### src/rtl/truth_table_sweeper.sv
// Sweeps every input vector of an N-input combinational block, drives the golden
// output from a latched truth table, and scores the block's response.
module truth_table_sweeper #(
  parameter int N = 4
) (
  input  logic            clk,
  input  logic            rst_n,
  input  logic            start,
  input  logic [2**N-1:0] mask,
  input  logic            pause,
  input  logic            dut_y,
  output logic [N-1:0]    vec,
  output logic            y,
  output logic            valid,
  output logic            busy,
  output logic            done,
  output logic [N:0]      ones_count,
  output logic [N:0]      mismatch_count,
  output logic            err_flag,
  output logic [N-1:0]    first_err_vec
);

  localparam int V  = 2**N;
  localparam int CW = N + 1;

  typedef enum logic [1:0] {IDLE, RUN, DONE} state_t;

  state_t          state_reg, state_next;
  logic [V-1:0]    mask_reg, mask_next;
  logic [N-1:0]    vec_reg, vec_next;
  logic [CW-1:0]   ones_reg, ones_next;
  logic [CW-1:0]   mism_reg, mism_next;
  logic            err_reg, err_next;
  logic [N-1:0]    first_reg, first_next;
  logic            valid_reg, valid_next;
  logic            busy_reg, busy_next;
  logic            done_reg, done_next;
  logic            golden;

  assign golden = mask_reg[vec_reg];

  always_ff @(posedge clk) begin
    if (!rst_n) begin
      state_reg <= IDLE;
      mask_reg  <= '0;
      vec_reg   <= '0;
      ones_reg  <= '0;
      mism_reg  <= '0;
      err_reg   <= 1'b0;
      first_reg <= '0;
      valid_reg <= 1'b0;
      busy_reg  <= 1'b0;
      done_reg  <= 1'b0;
    end else begin
      state_reg <= state_next;
      mask_reg  <= mask_next;
      vec_reg   <= vec_next;
      ones_reg  <= ones_next;
      mism_reg  <= mism_next;
      err_reg   <= err_next;
      first_reg <= first_next;
      valid_reg <= valid_next;
      busy_reg  <= busy_next;
      done_reg  <= done_next;
    end
  end

  always_comb begin
    state_next = state_reg;
    mask_next  = mask_reg;
    vec_next   = vec_reg;
    ones_next  = ones_reg;
    mism_next  = mism_reg;
    err_next   = err_reg;
    first_next = first_reg;
    case (state_reg)
      IDLE: begin
        if (start) begin
          mask_next  = mask;
          vec_next   = '0;
          ones_next  = '0;
          mism_next  = '0;
          err_next   = 1'b0;
          first_next = '0;
          state_next = RUN;
        end
      end
      RUN: begin
        if (!pause) begin
          ones_next = ones_reg + CW'(golden);
          if (dut_y != golden) begin
            mism_next = mism_reg + CW'(1);
            if (!err_reg) begin
              err_next   = 1'b1;
              first_next = vec_reg;
            end
          end
          // Last vector keeps its value so the sweep end is visible afterwards
          if (vec_reg == N'(V - 1)) state_next = DONE;
          else                      vec_next   = vec_reg + N'(1);
        end
      end
      DONE:    state_next = IDLE;
      default: state_next = IDLE;
    endcase
  end

  // Status flags are registered from the upcoming state so they align with it
  assign valid_next = (state_next == RUN);
  assign busy_next  = (state_next != IDLE);
  assign done_next  = (state_next == DONE);

  assign vec            = vec_reg;
  assign y              = golden;
  assign valid          = valid_reg;
  assign busy           = busy_reg;
  assign done           = done_reg;
  assign ones_count     = ones_reg;
  assign mismatch_count = mism_reg;
  assign err_flag       = err_reg;
  assign first_err_vec  = first_reg;

endmodule

### config.mk
export PLATFORM = sky130hd
export DESIGN_NAME = truth_table_sweeper
export DESIGN_NICKNAME = d
export VERILOG_FILES = /design/src/rtl/truth_table_sweeper.sv
export SDC_FILE = /design/constraint.sdc
export NUM_CORES = 1
export LEC_CHECK = 0
export ABC_AREA = 1
export CELL_PAD_IN_SITES_DETAIL_PLACEMENT = 0
export CELL_PAD_IN_SITES_GLOBAL_PLACEMENT = 2
export CORE_MARGIN = 1.5
export CORE_UTILIZATION = 25
export CTS_BUF_LIST = sky130_fd_sc_hd__clkbuf_16
export CTS_CLUSTER_DIAMETER = 150
export CTS_CLUSTER_SIZE = 20
export DETAILED_ROUTE_END_ITERATION = 12
export PLACE_DENSITY_LB_ADDON = 0.1
export SKIP_LAST_GASP = 1
export SYNTH_ARGS = -nofsm -noshare
export SYNTH_HDL_FRONTEND = slang
export SYNTH_SLANG_ARGS = --single-unit
### constraint.sdc
create_clock -name clk -period 1.65 [get_ports clk]
set_input_delay 0.33 -clock clk [delete_from_list [all_inputs] [get_ports clk]]
set_output_delay 0.33 -clock clk [all_outputs]
set_load 0.05 [all_outputs]
# == Word level (Yosys, flattened, before mapping) ==
# Index checks and enable logic that the tools add are counted.
# word_totals
word_cells,56
inputBits,21
output_inout_bits,23
ff_bits,40
# classes
magnitude_cmp,1
addsub,3
n_mux,24
n_reduce_logical,8
eq_ne,10
# ops
cell,n
2-to-1 mux 4 bit,6
2-to-1 mux 5 bit,4
one-hot mux 5 bit (2 select lines),2
one-hot mux 4 bit (2 select lines),2
!= test 2 bit (second input constant),5
AND reduction 4 bit,2
2-to-1 mux 2 bit,3
adder 5 x 1 -> 5 bit,1
adder 5 x 1 -> 5 bit (second input constant),1
less-than comparator 4 x 5 -> 1 bit (second input constant),1
AND reduction 5 bit,1
adder 4 x 1 -> 4 bit (second input constant),1
binary-select mux 1 bit (select 4 bit),1
equality test 2 x 1 -> 1 bit (second input constant),2
equality test 4 bit (second input constant),1
2-to-1 mux 1 bit,4
one-hot mux 2 bit (2 select lines),1
nonzero test 2 bit,2
AND reduction 3 bit,1
equality test 2 bit (second input constant),1
zero test 2 bit,1
one-hot mux 1 bit (2 select lines),1
AND reduction 2 bit,1
!= test 1 bit,1

# == Depth between registers and ports, before layout ==
# logic_depth
ltp_word,6
mapped_depth,13
depth_no_buf,13

# == Least setup slack after synthesis ==
# OpenSTA, ideal clock, no wires.
# synth_timing
kind,register to register
start,register vec_reg[0] (netlist: vec[0])
end,register ones_reg[4] (netlist: ones_count[4])
path_stages_with_launch,14
t_arrival_ns,2.320
slack_ns,-0.791
setup_ns,0.120
cell_sequence,dfxtp_1 inv_2 nand2_1 nand3_1 nand3_1 nand3_2 nand2_2 ha_1 ha_1 inv_1 nor3_2 nand2_1 nor2_1 nor3b_2
# synth_between
elab_chain_len,5
# synth_rtl
element,line,rtl
from (decl),30,"logic [N-1:0] vec_reg, vec_next;"
from (signal assigned),57,vec_reg <= vec_next;
binary-select mux 1 bit (select 4 bit),40,assign golden = mask_reg[vec_reg];
2-to-1 mux 1 bit (not written as such),40,
via y,13,"output logic y,"
adder 5 x 1 -> 5 bit,90,ones_next = ones_reg + CW'(golden);
2-to-1 mux 5 bit,89,if (!pause) begin
one-hot mux 5 bit (2 select lines),76,case (state_reg)
to (signal assigned),58,ones_reg <= ones_next;
to (decl),31,"logic [CW-1:0] ones_reg, ones_next;"
# The timed path passes the listed nets, and every way through them passes these cells. The select of a mux whose other input is x is not followed.
# A chain may end at the register's enable or synchronous reset.

# == Final worst setup path ==
# layout_timing
start,register vec_reg[0] (netlist: vec[0])
end,output y
# layout_between
elab_chain_len,2
# layout_rtl
element,line
binary-select mux 1 bit (select 4 bit),40
2-to-1 mux 1 bit (not written as such),40
to (decl),13
# No other way between the ends. The select of a mux whose other input is x is not followed.

==> results.sh <==
export IMPL_status="finished, violations left"
export IMPL_violations="setup timing"
export IMPL_cp_data_required_time_ns=1.32
export IMPL_yosys_area_top_type_share=0.433
export IMPL_seqPwrFrac=0.390
export IMPL_hold_buffers=0
export IMPL_period_needed_ns=1.79
export IMPL_ant_nets=0
export IMPL_pwr_share_clk=0.421
export IMPL_cts_tree="yes"
export IMPL_placed_area_sq_um=2640
export IMPL_drive_gt1_frac=0.342
export IMPL_ys_ff_latch=40
export IMPL_die_y_microns=89.0
export IMPL_grt_pass1_vias=1631
export IMPL_r2r_start="vec[0]$_SDFFE_PN0P_"
export IMPL_clock_latency_ns=0.28
export IMPL_fin_crit_sh=1.08
export IMPL_area_growth_pct=64.1
export IMPL_netlist_instances=244
export IMPL_syn_area_sq_um=1850
export IMPL_place_congestion=0.736
export IMPL_firstDrtPassIters=4
export IMPL_synth_top_family_by_area="simple AND/OR/NAND/NOR gates"
export IMPL_grt_pass1_wl_microns=8090
export IMPL_synth_area_leaders="dfxtp_1 43%, a21oi_1 8.7%, nand2_1 8.3%"
export IMPL_cp_start_kind="register"
export IMPL_stdcell_area_sq_um=3040
export IMPL_drc=0
export IMPL_synth_area_per_cell_sq_um=7.58
export IMPL_fin_skew_ns=0.00799
export IMPL_cts_buffers_inserted=5
export IMPL_mostFrequentLayoutCells="38 x buf_4, 37 x nand2_1, 36 x dfxtp_1, 30 x a21oi_1, 25 x inv_1"
export IMPL_worstMarginPinSlew_ns=0.297
export IMPL_swShare=0.265
export IMPL_max_slew_margin=0.802
export IMPL_synth_compound_area_frac=0.149
export IMPL_htree_levels=2
export IMPL_nets=340
export IMPL_cp_max_fo=8
export IMPL_final_common_cell="buf_4"
export IMPL_grt_total_usage=0.134
export IMPL_diodes=0
export IMPL_combinationalPowerShare=0.190
export IMPL_cts_root_buf="clkbuf_16"
export IMPL_hpwlAfterDp_microns=3520
export IMPL_die_w_microns=89.0
export IMPL_internal_power_w=0.00194
export IMPL_via_per_inst=4.33
export IMPL_synth_largest_area_cell="dfxtp_1"
export IMPL_wl_per_cell_microns=11.9
export IMPL_dp_cells=397
export IMPL_clock_path_buffers=2
export IMPL_synth_xor_area_frac=0.0189
export IMPL_synth_nets=269
export IMPL_reg2reg_slack_ns=-0.09
export IMPL_routed_wirelength_microns=4940
export IMPL_synth_fa_ha_area_frac=0.0270
export IMPL_hold_viol=0
export IMPL_multi_input_area_sq_um=1060
export IMPL_finalPower_w=0.00264
export IMPL_ios=44
export IMPL_numPortBuffers=43
export IMPL_rsz0062_at_grt="true"
export IMPL_rows=31
export IMPL_vias=1798
export IMPL_leakage_nw=1.24
export IMPL_dp_slack_ns=-0.154
export IMPL_power_density_nw_per_um2=869
export IMPL_yosys_warnings=0
export IMPL_grt_max_degree=35
export IMPL_die_area_sq_um=7930
export IMPL_antenna_found_initial=0
export IMPL_setup_ws_ns=-0.135
export IMPL_fp_coreArea_sq_um=7210
export IMPL_setup_viol=17
export IMPL_final_cell_count_no_fill=415
export IMPL_muxShareOfSynthArea=0
export IMPL_worstHoldPathType="reg2reg"
export IMPL_crit_arrival_ns=1.46
export IMPL_drt_iter0_markers=66
export IMPL_setup_tns_final_ns=-0.778
export IMPL_cts_num_sinks=40
export IMPL_critPathCaptureType="output port"
export IMPL_drv_cap=0
export IMPL_vdd_drop_max_v=0.000363
export IMPL_critPathLaunch="vec[0]$_SDFFE_PN0P_"
export IMPL_start_util=0.257
export IMPL_grt_remaining_overflow=0
export IMPL_fmax_mhz=560
export IMPL_regArea_sq_um=811
export IMPL_synthDistinctLibCells=28
export IMPL_clk_pin_slew_worst_paths_ns=0.06
export IMPL_synth_seq_area_share=0.433
export IMPL_slew_viol_final=0
export IMPL_r2r_end="ones_count[4]$_SDFFE_PN0P_"
export IMPL_switchingPower_w=0.000698
export IMPL_r2r_cells=13
export IMPL_cp_endpoint="y"
export IMPL_largest_register_ffs=16
export IMPL_nFillCells=784
export IMPL_synthSimpleGateAreaFrac=0.282
export IMPL_critPathKind="reg2out"
-- power by group through the flow --
stage | clock (W) | combinational, W | sequential (W)
floorplan | 0 | 0.000225 | 0.00108
global placement | 0 | 0.000437 | 0.00105
detailed placement | 0 | 0.000434 | 0.00105
CTS | 0.00114 | 0.000496 | 0.00103
global route | 0.00118 | 0.000545 | 0.00103
finish | 0.00111 | 0.000500 | 0.00103
-- per-stage QoR --
step	hold slack, ns	utilization
final	0.458	0.421
after CTS	0.462	0.413
after global placement	0.452	0.365
after global routing	0.486	0.421
after detailed placement	0.453	0.365
after floorplan	0.429	-
-- area by class of cell --
cell class,count,share of cell area
Clock buffer,5,0.0412
Sequential cell,40,0.267
Tap cell,99,0.0408
Timing Repair Buffer,73,0.244
Inverter,33,0.0420
Multi-Input combinational cell,162,0.351
Clock inverter,3,0.0140
-- Yosys cell counts --
library cell   n
inv_2          4
nand2_4        2
nor3_1         4
nand3_2        5
a31oi_1        1
nor2_4         1
nand3_4        1
xor2_1         2
nand2_1       41
nor3b_1        1
nor2_1        12
buf_6          1
buf_2          2
clkbuf_1       6
a21oi_2        1
nand3_1       18
nand2_2        4
nor3b_2        1
o21ai_1        2
o21ai_0       18
nor3_2         1
ha_1           4
inv_1         28
dfxtp_1       40
xnor2_1        2
nand4_1        9
clkinv_1       1
a21oi_1       32
-- how the worst min path moves through the flow --
stage / start / end / slack (ns) / cells after the start
finish: mask_reg[6]$_SDFFE_PN0P_ / mask_reg[6]$_SDFFE_PN0P_ / 0.46 / 2
global route: first_err_vec[2]$_SDFFE_PN0P_ / first_err_vec[2]$_SDFFE_PN0P_ / 0.49 / 2
CTS: mask_reg[6]$_SDFFE_PN0P_ / mask_reg[6]$_SDFFE_PN0P_ / 0.46 / 2
detailed placement: mask_reg[6]$_SDFFE_PN0P_ / mask_reg[6]$_SDFFE_PN0P_ / 0.45 / 2
global placement: mask_reg[15]$_SDFFE_PN0P_ / mask_reg[15]$_SDFFE_PN0P_ / 0.45 / 2
floorplan: mask_reg[15]$_SDFFE_PN0P_ / mask_reg[15]$_SDFFE_PN0P_ / 0.43 / 2
-- worst max-delay path: stages, from the launching register on --
cell and delay, ns:
dfxtp_4 0.37, buf_6 0.14, o21ai_2 0.11, nand2_1 0.07, nand3_2 0.08, nand3_4 0.10, nand2_8 0.08, buf_6 0.10
buf_12 0.12
-- metal layers --
| metal | routed length [microns] | global-route usage | up-vias |
|---|---|---|---|
| met4 | 37 | 0.0462 | 0 |
| met1 | 2530 | 0.187 | 809 |
| li1 | - | - | 950 |
| met3 | 178 | 0.0314 | 4 |
| met2 | 2190 | 0.202 | 35 |
| met5 | 0 | 0 | - |
-- kinds of logic (layout without fill, tap and decap cells) --
family                   count (synthesis)  after routing
AO/OA/AOI/OAI                           54             54
XOR/XNOR                                 4              4
adder cells (fa/ha/maj)                  4              4
buffers and inverters                   42            114
flip-flops                              40             40
AND/OR/NAND/NOR                        100            100
-- repair_timing --
| action | CTS | global route |
|---|---|---|
| resized for setup | 25 | 12 |
| endpoints found under the setup margin | 14 | 25 |
| pin swaps | 8 | 5 |
| buffers inserted | 9 | 1 |
Power figures use the tool's default switching activity.
